--- src/rtl/dma_pkg.sv ---
// Shared types and fixed addresses for the OAM page-copy DMA controller.
package dma_pkg;

  typedef enum logic [2:0] {
    IDLE,
    HALT,
    RD,
    WR,
    RESUME
  } dma_state_t;

  localparam logic [15:0] OAM_DMA_TRIGGER = 16'h4014;
  localparam logic [15:0] OAM_DATA_PORT   = 16'h2004;

endpackage

--- src/rtl/oam_dma_ctrl.sv ---
// Page-copy DMA engine sharing a single-port, registered-read memory with a 6502 core.
// A CPU store to TRIGGER_ADDR stalls the core and streams LEN bytes of a page to DEST_ADDR.
module oam_dma_ctrl
  import dma_pkg::*;
#(
  parameter logic [15:0] TRIGGER_ADDR = OAM_DMA_TRIGGER,
  parameter logic [15:0] DEST_ADDR    = OAM_DATA_PORT,
  parameter int          LEN          = 256
) (
  input  logic        clk,
  input  logic        reset,
  input  logic [15:0] cpu_ab,
  input  logic [7:0]  cpu_do,
  input  logic        cpu_we,
  output logic        cpu_rdy,
  output logic [15:0] mem_ab,
  output logic [7:0]  mem_do,
  output logic        mem_we,
  input  logic [7:0]  mem_di,
  output logic        dma_busy,
  output logic        dma_done
);

  localparam int IDX_W = $clog2(LEN);

  dma_state_t       state;
  dma_state_t       state_next;
  logic [7:0]       page;
  logic [IDX_W-1:0] idx;
  logic             trigger;
  logic             last;
  logic [15:0]      src_addr;

  assign trigger  = cpu_we && (cpu_ab == TRIGGER_ADDR);
  assign last     = (idx == IDX_W'(LEN - 1));
  assign src_addr = {page, 8'(idx)};

  always_ff @(posedge clk or posedge reset) begin
    if (reset) begin
      state <= IDLE;
    end else begin
      state <= state_next;
    end
  end

  // Source page and byte index; idx only advances after a byte has been written out.
  always_ff @(posedge clk or posedge reset) begin
    if (reset) begin
      page <= 8'h00;
      idx  <= '0;
    end else if (state == IDLE && trigger) begin
      page <= cpu_do;
      idx  <= '0;
    end else if (state == WR && !last) begin
      idx <= idx + IDX_W'(1);
    end
  end

  always_comb begin
    state_next = state;
    mem_ab     = cpu_ab;
    mem_do     = cpu_do;
    mem_we     = cpu_we;
    case (state)
      IDLE: begin
        if (trigger) state_next = HALT;
      end
      // The core ignores RDY on write cycles, so wait for its stores to finish.
      HALT: begin
        if (!cpu_we) state_next = RD;
      end
      RD: begin
        mem_ab     = src_addr;
        mem_do     = mem_di;
        mem_we     = 1'b0;
        state_next = WR;
      end
      WR: begin
        mem_ab     = DEST_ADDR;
        mem_do     = mem_di;
        mem_we     = 1'b1;
        state_next = last ? RESUME : RD;
      end
      // CPU owns the bus again so its held address is re-read into DI before RDY rises.
      RESUME: begin
        state_next = IDLE;
      end
      default: begin
        state_next = IDLE;
      end
    endcase
  end

  assign cpu_rdy  = (state == IDLE);
  assign dma_busy = (state != IDLE);
  assign dma_done = (state == RESUME);

endmodule
--- config.mk ---
export PLATFORM = sky130hd
export DESIGN_NAME = oam_dma_ctrl
export DESIGN_NICKNAME = d
export VERILOG_FILES = /design/src/rtl/dma_pkg.sv /design/src/rtl/oam_dma_ctrl.sv
export SDC_FILE = /design/constraint.sdc
export NUM_CORES = 1
export LEC_CHECK = 0
export ABC_CLOCK_PERIOD_IN_PS = 2200
export CAP_MARGIN = 20
export CORE_ASPECT_RATIO = 0.5
export CORE_MARGIN = 8
export CORE_UTILIZATION = 42
export CTS_BUF_LIST = sky130_fd_sc_hd__clkbuf_8
export DETAILED_ROUTE_END_ITERATION = 7
export PLACE_DENSITY = 0.89
export SYNTH_ARGS = -nofsm -noshare
export SYNTH_HDL_FRONTEND = slang
export SYNTH_SLANG_ARGS = --single-unit
--- constraint.sdc ---
create_clock -name clk -period 2.2 [get_ports clk]
set_input_delay 0.66 -clock clk [delete_from_list [all_inputs] [get_ports clk]]
set_output_delay 0.66 -clock clk [all_outputs]
set_load 0.03 [all_outputs]
### Word-level counts from Yosys, hierarchy flattened

Index checks and enable logic that the tools add are counted.

| storage, ports and cells | value |
|---|---|
| register bits | 19 |
| input bits | 35 |

| operators by class | value |
|---|---|
| add/subtract/negate cells | 1 |
| equality and inequality tests | 8 |
| muxes and demuxes | 9 |
| reduce and logical (&&, ||, !) cells | 9 |

Operator list:

| cell | number |
|---|---|
| 16-bit case mux with 2 select lines | 1 |
| 8-bit 2-to-1 mux | 3 |
| 16-bit by 15-bit == test with 1-bit output (second input constant) | 1 |
| 3-bit case mux with 4 select lines | 1 |
| 3-bit 2-to-1 mux | 3 |
| 8-bit by 1-bit adder with 8-bit output (second input constant) | 1 |
| 8-bit == test (second input constant) | 1 |
| 3-bit by 2-bit == test with 1-bit output (second input constant) | 2 |
| 2-bit != test (second input constant) | 2 |
| 3-bit by 1-bit == test with 1-bit output (second input constant) | 1 |
| 3-bit == test (second input constant) | 1 |
| 1-bit logical AND | 3 |
| 3-bit logical NOT | 1 |
| 3-bit nonzero test | 1 |
| 1-bit case mux with 2 select lines | 1 |
| 2-bit AND reduction | 1 |
| 2-bit nonzero test | 1 |
| 2-bit OR reduction | 1 |
| 1-bit logical NOT | 1 |

### Depth between registers and ports, before layout

Gate-level depths: netlist of run 1.

| logic depth | value |
|---|---|
| depth in word-level cells | 5 |
| mapped depth | 6 |
| mapped depth without buffers | 5 |

### Worst setup path before layout of run 1

Ideal clock, no wire load.

| path | value |
|---|---|
| path type | register -> output |
| from | register state[1] |
| to | output port mem_ab[15] |
| arrival time | 1.674 ns |
| required time | 1.540 ns |
| setup slack | -0.134 ns |
| stages on the path, launching flop included | 5 |
| cell sequence | dfrtp_1 or2b_1 clkbuf_1 clkbuf_1 o21ai_0 |

| on the way | value |
|---|---|
| cells in the longest elaborated chain, start to end | 2 |
| elaborated cells on any way between the ends | 3 |

RTL lines:

| item | RTL line | RTL |
|---|---|---|
| start: declaration | oam_dma_ctrl.sv:26 | `dma_state_t state;` |
| start signal: assignment | oam_dma_ctrl.sv:42 | `state <= state_next;` |
| 3-bit by 2-bit == test with 1-bit output | oam_dma_ctrl.sv:64 | `case (state)` |
| 16-bit case mux with 2 select lines (*) | oam_dma_ctrl.sv:64 |  |
| end: declaration | oam_dma_ctrl.sv:16 | `output logic [15:0] mem_ab,` |

Mark *: on every way between the ends. The rest lies on a longest branch, timed or not.

### Worst setup path in the final report of run 1

| path | value |
|---|---|
| from | register state[2] |
| to | output port mem_ab[4] |

Same word-level chain as after synthesis.

==> flow_metrics.tcl, run 1 <==
set metrics [dict create \
    r2r_slack_ps 350 \
    synth-seq-area-share_pct 35.78 \
    post_synth.cell_area_avg_sq_um 8.800 \
    buffer_ports.inserted 62 \
    syn_area_sq_mm 0.001329 \
    crit_path_max_fanout 10 \
    tightest_slew_ps 431.2 \
    floorplan.initialDensity_pct 44.10 \
    routed-via-count 1528 \
    antenna_found_initial 0 \
    cts_hold_buffers 0 \
    clock.fmax_ghz 0.4298 \
    die_h_um 55.78 \
    critical_path_cell_by_cell "or2b_4, bufbuf_16, nand2_1, o21ai_0, buf_4" \
    worst_slew_margin_rel_pct 71.12 \
    finalWirelength_mm 5.541 \
    setup_tns_ps -697.9 \
    finClkSkew_ps 7.828 \
    synth-warning-count 0 \
    floorplan.die_area_sq_mm 0.005329 \
    drt-initial-drc-count 117 \
    ys_seq_elements 19 \
    start_kind "flop" \
    grt_setup_unrepaired "true" \
    drtPass1Iterations 4 \
    highest_cell_delay_on_the_worst_timing_path_ps 420 \
    netlist.area_leader.share_pct 35.78 \
    whs_path_depth 1 \
    r2r.worst_path.cells 6 \
    final_hold_viol_count 0 \
    synth_largest_area_cell "sky130_fd_sc_hd__dfrtp_1" \
    vdd_ir_drop_max_v 0.0006853 \
    nNetsFinal 265 \
    post_synth_most_frequent_cells "sky130_fd_sc_hd__nand2_1, sky130_fd_sc_hd__dfrtp_1, sky130_fd_sc_hd__o21ai_0, sky130_fd_sc_hd__mux2_2, sky130_fd_sc_hd__nand2b_1" \
    vias_per_cell 5.701 \
    detail-route-antenna-nets 0 \
    path_class "reg2out" \
    critPathRequiredTime_ps 1540 \
    via_count_of_the_first_global_routing_pass 1501 \
    syn_nets 187 \
    worstHoldStart "page[2]" \
    core_area_sq_mm 0.003013 \
    synth_most_common_cell "sky130_fd_sc_hd__nand2_1" \
    critical_path.n_buffers_inverters 2 \
    finalMaxSlewViolations 0 \
    post-place-ws_ps -310.1 \
    placement_rows 14 \
    globalRoute.totalOverflow 0 \
    power_leakage_nw 1.034 \
    setup-violations-final 26 \
    hp-class "reg2reg" \
    global_route.usage.total_pct 18.38 \
    synthFlopType "sky130_fd_sc_hd__dfrtp_1" \
    cts_inserted_buffers 3 \
    synth.area.top_cells "sky130_fd_sc_hd__dfrtp_1, sky130_fd_sc_hd__mux2_2, sky130_fd_sc_hd__nand2b_1" \
    remaining_drc_errors 0 \
    diodes 0 \
    fin_crit_sh_pct 105.8 \
    post_synth_num_cell_types 34 \
    max_cap_violations 0 \
    cts.clk_slew.worst_paths_ps 80 \
    outcome "finished with violations" \
    worst_slack_ps -126.5 \
    crit_path_end_kind "primary output" \
    violations_in_the_final_reports "negative setup slack" \
    r2r_start "state[1]" \
    timing.critical_path.slowest_stage_cell "sky130_fd_sc_hd__dfrtp_2" \
    reg_to_reg_end "page[2]" \
    flow.area_growth_from_synthesis_pct 68.08 \
    finalWorstPathRequiredPeriod_ps 2327 \
    globalplace.congestion 0.8792 \
    floorplan_die_width_um 95.55 \
    pin_count 63 \
    insertion_delay_ps 260 \
    post_route_cells_drive_above_1_share_pct 34.21 \
    detailedPlacementHpwl_mm 3.490 \
    clk_root_buffer_cell "sky130_fd_sc_hd__clkbuf_8" \
    wire_per_inst_um 20.68 \
    tritoncts "yes" \
    clock_sinks 19 \
    async_flop_share_pct 100.0 \
    htree_num_levels 1 \
    cellPowerDensity_mw_per_mm2 1311 \
    postSynthCellCount 151 \
    worstSetupPathDepth 5 \
    clock_tree.buffer_depth 2 \
    critical-path-top-delay-family "buffers and inverters" \
    grt_first_pass_wirelength_mm 7.797 \
    grt_max_degree 24 \
    worst_ep_arrival_time_ps 1670 \
    whs_endpoint "page[2]" \
    synth_edf_count 0 \
]
layout make-up:
type                            count  area [sq um]
Timing Repair Buffer               82         837.1
Multi-Input combinational cell    120         810.8
Fill cell                         207         779.5
Sequential cell                    19         476.7
Tap cell                           40         50.05
Clock buffer                        3         41.29
Inverter                            3         12.51
Clock inverter                      1         5.005
worst max path at each step:
stage | endpoint | start | slack, ps
final | mem_ab[4] | state[2] | -130
after global routing | mem_ab[4] | state[2] | -170
after CTS | mem_ab[4] | state[2] | -40
after detailed placement | page[6] | cpu_ab[14] | -310
after global placement | page[6] | cpu_ab[14] | -260
after floorplan | mem_ab[15] | state[1] | -130
layout by cell type, fill, tap and decap left out, types with 5 or more instances in the layout:
cell type and n:
sky130_fd_sc_hd__buf_4 31, sky130_fd_sc_hd__buf_6 11, sky130_fd_sc_hd__clkdlybuf4s50_1 28, sky130_fd_sc_hd__dfrtp_1 18
sky130_fd_sc_hd__mux2_2 14, sky130_fd_sc_hd__nand2_1 19, sky130_fd_sc_hd__nand2b_1 14, sky130_fd_sc_hd__nor2_1 11
sky130_fd_sc_hd__nor3_1 7, sky130_fd_sc_hd__o21ai_0 5, sky130_fd_sc_hd__o21ai_1 11
layer usage:
metal	part of all wire [%]	up-vias	GRT usage, %	routed length, um
met5	0	-	0	0
met4	4.1	0	8.677	229
met3	7.1	22	3.365	394
met2	52	86	32.62	2857
met1	37	732	20.52	2060
li1	-	688	-	-
repair_timing:
item	4_1_cts	5_1_grt
setup buffers	2	1
pin swaps	2	3
setup endpoints to repair	26	37
gates cloned	2	1
resized for setup	22	10
stage by stage:
stage	std cells	utilization, %	hold WS, ps	area, sq um	total power [W]
floorplan	151	-	481.3	1329	0.001682
CTS	266	72.18	515.6	2175	0.002858
detailed placement	258	66.49	499.0	2003	0.002350
global placement	258	66.49	492.2	2003	0.002295
finish	268	74.13	515.4	2233	0.002929
global route	268	74.13	534.9	2233	0.003071
sequential cells by signal, summed over array words and instances (netlist names):
| register | count |
|---|---|
| idx | 8 |
| state | 3 |
| page | 8 |
report_power, final:
group / total [W] / leakage (nW) / switching [W] / internal, W
clock network: 0.000252 / 0.0255 / 0.000125 / 0.000126
registers: 0.000530 / 0.231 / 0.000101 / 0.000429
logic: 0.00215 / 0.778 / 0.00121 / 0.000938
kinds of logic after synthesis:
family                     synth area share, %
adders and majority gates               0.9415
and+or+nand+nor                          29.94
DFF                                      35.78
buffers and inverters                    5.367
muxes                                    15.63
xor gates and xnor gates                 1.319
AOI/OAI and AO/OA                        11.02
worst register-to-register path, cell delays in order, from the launching register on:
cell and delay (ps):
sky130_fd_sc_hd__dfrtp_1 400, sky130_fd_sc_hd__buf_4 160, sky130_fd_sc_hd__or3_4 390, sky130_fd_sc_hd__clkinv_2 70, sky130_fd_sc_hd__and4_4 260, sky130_fd_sc_hd__clkbuf_16 150
sky130_fd_sc_hd__mux2_2 320
No activity file was read; power rests on OpenSTA's default activity.
==> run 2, diff against run 1 <==
Settings changed: CORE_ASPECT_RATIO 0.5 to 0.7.
==> flow_metrics.tcl, run 2 (synthesis gave the netlist of run 1 again) <==
set metrics [dict create \
    outcome "finished with violations" \
    violations_in_the_final_reports "negative setup slack" \
    htree_num_levels 1 \
    globalplace.congestion 0.8924 \
    layout.cells.most_common_list "sky130_fd_sc_hd__buf_4, sky130_fd_sc_hd__clkdlybuf4s50_1, sky130_fd_sc_hd__nand2_1" \
    diodes 0 \
    finalMaxSlewViolations 0 \
    tightest_slew_ps 420.6 \
    post-route-util_pct 73.06 \
    crit_path_max_fanout 11 \
    worstHoldStart "page[0]" \
    cts_inserted_buffers 3 \
    cellPowerDensity_mw_per_mm2 1298 \
    floorplan_die_width_um 83.23 \
    nNetsFinal 266 \
    pin_count 63 \
    whs_path_depth 1 \
    path_class "reg2out" \
    post_route_cells_drive_above_1_share_pct 35.81 \
    setup_tns_ps -179.4 \
    flow.area_growth_from_synthesis_pct 69.59 \
    filler_cell_count 226 \
    reg_to_reg_end "idx[1]" \
    floorplan.initialDensity_pct 43.08 \
    grt_max_degree 42 \
    floorplan.die_area_sq_mm 0.005248 \
    grt_first_pass_wirelength_mm 7.169 \
    start_kind "flop" \
    whs_endpoint "page[0]" \
    buffer_ports.inserted 62 \
    grt_setup_unrepaired "true" \
    wire_per_inst_um 19.03 \
    critPathRequiredTime_ps 1540 \
    r2r_start "state[2]" \
    detailedPlacementHpwl_mm 3.585 \
    detail-route-antenna-nets 0 \
    drt-initial-drc-count 85 \
    vdd_ir_drop_max_v 0.0007686 \
    worst_ep_arrival_time_ps 1570 \
    die_h_um 63.06 \
    antenna_found_initial 0 \
    clk_root_buffer_cell "sky130_fd_sc_hd__clkbuf_8" \
    vias_per_cell 5.524 \
    fin_crit_sh_pct 101.4 \
    worst_slew_margin_rel_pct 71.83 \
    insertion_delay_ps 260 \
    setup-violations-final 8 \
    core_area_sq_mm 0.003084 \
    cts.clk_slew.worst_paths_ps 70 \
    finalWirelength_mm 5.080 \
    worst_slack_ps -29.75 \
    max_cap_violations 0 \
    layout_top_registers "idx x8, page x8, state x3" \
    globalRoute.totalOverflow 0 \
    r2r_slack_ps 530 \
    finClkSkew_ps 4.105 \
    via_count_of_the_first_global_routing_pass 1377 \
    hp-class "reg2reg" \
    clock.fmax_ghz 0.4485 \
    global_route.usage.total_pct 16.40 \
    mostFrequentLayoutCell "sky130_fd_sc_hd__buf_4" \
    clock_tree.buffer_depth 2 \
    power_leakage_nw 1.066 \
    placement_rows 17 \
    remaining_drc_errors 0 \
    final_hold_viol_count 0 \
    crit_path_end_kind "primary output" \
    finalWorstPathRequiredPeriod_ps 2230 \
    drtPass1Iterations 4 \
    tritoncts "yes" \
    clock_sinks 19 \
    fin_worst_hold_slack_ps 521.0 \
    r2r.worst_path.cells 5 \
    post-place-ws_ps -295.5 \
    routed-via-count 1475 \
]
[run 2: where the power goes]
| group | total [W] | switching [W] | internal, W |
|---|---|---|---|
| Sequential | 0.000527 | 0.0000980 | 0.000429 |
| Clock | 0.000245 | 0.000120 | 0.000124 |
| Combinational | 0.00215 | 0.00122 | 0.000934 |
[run 2: per-stage QoR]
step | instance area (sq um) | cells | total power (W)
CTS | 2112 | 264 | 0.002639
detailed placement | 2031 | 260 | 0.002349
global placement | 2031 | 260 | 0.002302
finish | 2253 | 267 | 0.002925
floorplan | 1329 | 151 | 0.001682
global route | 2253 | 267 | 0.003087
[run 2: cell type report]
type / instances / area [sq um] / share of cell area (%)
multi-input cells: 120 / 844.6 / 37.48
repair buffers: 83 / 828.3 / 36.76
clock inverters: 1 / 3.754 / 0.1666
well taps: 38 / 47.55 / 2.110
flip-flops and latches: 19 / 475.5 / 21.10
clock buffers: 3 / 41.29 / 1.832
inverters: 3 / 12.51 / 0.5552
[run 2: how the worst max path moves through the flow]
stage / start / to / slack, ps / depth (start not counted)
after detailed placement: cpu_ab[14] / page[2] / -300 / 6
after CTS: state[1] / mem_do[4] / -70 / 4
after global routing: state[1] / mem_do[5] / -70 / 4
after global placement: cpu_ab[9] / page[6] / -260 / 6
final: state[1] / mem_do[5] / -30 / 4
after floorplan: state[1] / mem_ab[15] / -130 / 4
[run 2: critical path: stages, from the launching register on]
cell and delay [ps]:
sky130_fd_sc_hd__dfrtp_1 400, sky130_fd_sc_hd__or2b_4 260, sky130_fd_sc_hd__buf_12 150, sky130_fd_sc_hd__mux2_2 350, sky130_fd_sc_hd__buf_6 140
[run 2: per-layer routing]
metal	GRT usage (%)	vias to the layer above	part of all wire (%)
met2	28.94	55	52
met1	19.86	721	41
met5	0	-	0
li1	-	695	-
met4	1.965	0	0.79
met3	4.493	4	6.3
[run 2: what timing repair did]
item                                    in CTS  in global routing
resized for setup                           14                 29
hold buffers                                 0                  0
pin swaps                                    0                  3
setup buffers                                0                  1
endpoints found under the setup margin      20                 27
gates cloned                                 0                  2
==> run 3, diff against run 2 <==
Settings changed: ABC_CLOCK_PERIOD_IN_PS 2200 to 1950, CORE_ASPECT_RATIO 0.7 to 1.1, CORE_UTILIZATION 42 to 38, PLACE_DENSITY 0.89 to 0.85.
Clock period 2.2 ns to 1.95 ns, I/O delays scaled along.
==> flow_metrics.tcl, run 3 (synthesis gave the netlist of run 1 again) <==
set metrics [dict create \
    worst_slew_margin_rel_pct 69.99 \
    finalMaxSlewViolations 0 \
    cts.clk_slew.worst_paths_ps 80 \
    placement_rows 22 \
    pin_count 63 \
    cts_hold_buffers 0 \
    clock.fmax_ghz 0.4521 \
    vdd_ir_drop_max_v 0.0008822 \
    insertion_delay_ps 260 \
    flow.area_growth_from_synthesis_pct 102.9 \
    fin_total_pwr_w 0.004243 \
    finClkSkew_ps 7.440 \
    routed-via-count 1580 \
    setup_tns_ps -5825 \
    globalplace.congestion 0.8764 \
    global_route.usage.total_pct 19.13 \
    floorplan.die_area_sq_mm 0.005647 \
    grt_setup_unrepaired "true" \
    finalWorstPathRequiredPeriod_ps 2212 \
    htree_num_levels 1 \
    grt_first_pass_wirelength_mm 8.521 \
    critPathRequiredTime_ps 1360 \
    tightest_slew_ps 448.1 \
    clock_tree.buffer_depth 2 \
    wire_per_inst_um 19.88 \
    nNetsFinal 283 \
    detail-route-antenna-nets 0 \
    placed_area_sq_mm 0.002137 \
    layout.cells.most_common_list "sky130_fd_sc_hd__buf_6, sky130_fd_sc_hd__clkdlybuf4s50_1, sky130_fd_sc_hd__buf_4" \
    fin_crit_sh_pct 113.4 \
    via_count_of_the_first_global_routing_pass 1665 \
    r2r.worst_path.cells 9 \
    die_h_um 78.02 \
    worst_ep_arrival_time_ps 1630 \
    tritoncts "yes" \
    drt-initial-drc-count 78 \
    diodes 0 \
    clk_root_buffer_cell "sky130_fd_sc_hd__clkbuf_8" \
    layout_top_registers "idx x8, page x8, state x3" \
    violations_in_the_final_reports "negative setup slack" \
    power_leakage_nw 1.226 \
    vias_per_cell 5.374 \
    path_class "reg2out" \
    cts_inserted_buffers 3 \
    globalRoute.totalOverflow 0 \
    hp-class "reg2reg" \
    post-place-ws_ps -594.4 \
    crit_path_max_fanout 8 \
    floorplan_die_width_um 72.38 \
    final_hold_viol_count 0 \
    post_route_cells_drive_above_1_share_pct 48.78 \
    worst_slack_ps -261.8 \
    buffer_ports.inserted 62 \
    finalWirelength_mm 5.846 \
    max_cap_violations 0 \
    antenna_found_initial 0 \
    drtPass1Iterations 4 \
    core_area_sq_mm 0.003331 \
    remaining_drc_errors 0 \
    grt_max_degree 24 \
    clock_sinks 19 \
    floorplan.initialDensity_pct 39.89 \
    whs_path_depth 1 \
    setup-violations-final 35 \
    outcome "finished with violations" \
    fin_worst_hold_slack_ps 520.6 \
    post_layout_instance_area_sq_mm 0.002696 \
    crit_path_end_kind "primary output" \
    start_kind "flop" \
    mostFrequentLayoutCell "sky130_fd_sc_hd__buf_6" \
    detailedPlacementHpwl_mm 3.269 \
    cellPowerDensity_mw_per_mm2 1574 \
]
-- run 3: cell count changes in the layout (fill, tap and decap cells not counted), moves of 6 or more --
cell                            before  now
sky130_fd_sc_hd__buf_4              31   23
sky130_fd_sc_hd__mux2_4              4   10
sky130_fd_sc_hd__buf_6              13   32
sky130_fd_sc_hd__o21ai_1             9    0
sky130_fd_sc_hd__dlygate4sd2_1       3   11
sky130_fd_sc_hd__nand2_2             1    8
sky130_fd_sc_hd__nand2_1            20   12
sky130_fd_sc_hd__mux2_2             12    6
-- run 3: repair_timing --
item                       CTS  global route
setup buffers                6             3
pin swaps                   15             5
setup endpoints to repair   43            38
resized for setup           71            31
cloned                       5             0
-- run 3: final cells by class --
cell class / count / area, sq um
Clock buffer: 3 / 41.29
Multi-Input combinational cell: 120 / 984.7
Clock inverter: 1 / 3.754
Sequential cell: 19 / 475.5
Timing Repair Buffer: 100 / 1117
Fill cell: 184 / 634.4
Tap cell: 48 / 60.06
Inverter: 3 / 13.76
-- run 3: per-stage QoR --
stage / std cells / util (%)
after global routing: 294 / 80.95
after CTS: 291 / 76.82
after detailed placement: 276 / 64.16
final: 294 / 80.95
after global placement: 276 / 64.16
after floorplan: 151 / -
-- run 3: layer usage --
metal / track usage [%] / up-vias / share of wire (%)
met5: 0 / - / 0
met4: 9.218 / 0 / 3.8
met3: 4.320 / 20 / 7.6
met2: 32.01 / 71 / 49
met1: 22.46 / 762 / 39
li1: - / 727 / -
-- run 3: worst paths after layout --
check	start	end	slack, ps
hold / removal	page[2]	page[2]	520
min in group asynchronous	reset	idx[0]	640
setup reg to reg	state[1]	page[0]	-100
setup / recovery	state[2]	mem_ab[6]	-260
max in group asynchronous	reset	page[2]	1090
hold reg to reg	page[2]	page[2]	520
-- run 3: critical path, stage by stage, from the launching register on --
cell	delay, ps
sky130_fd_sc_hd__dfrtp_1	390
sky130_fd_sc_hd__or2b_4	320
sky130_fd_sc_hd__buf_8	170
sky130_fd_sc_hd__buf_16	140
sky130_fd_sc_hd__o21ai_2	170
sky130_fd_sc_hd__buf_6	160
-- run 3: report_power, final --
part           total, W  switching (W)  internal, W
clock          0.000277       0.000137     0.000140
sequential     0.000601       0.000117     0.000484
combinational   0.00337        0.00169      0.00168
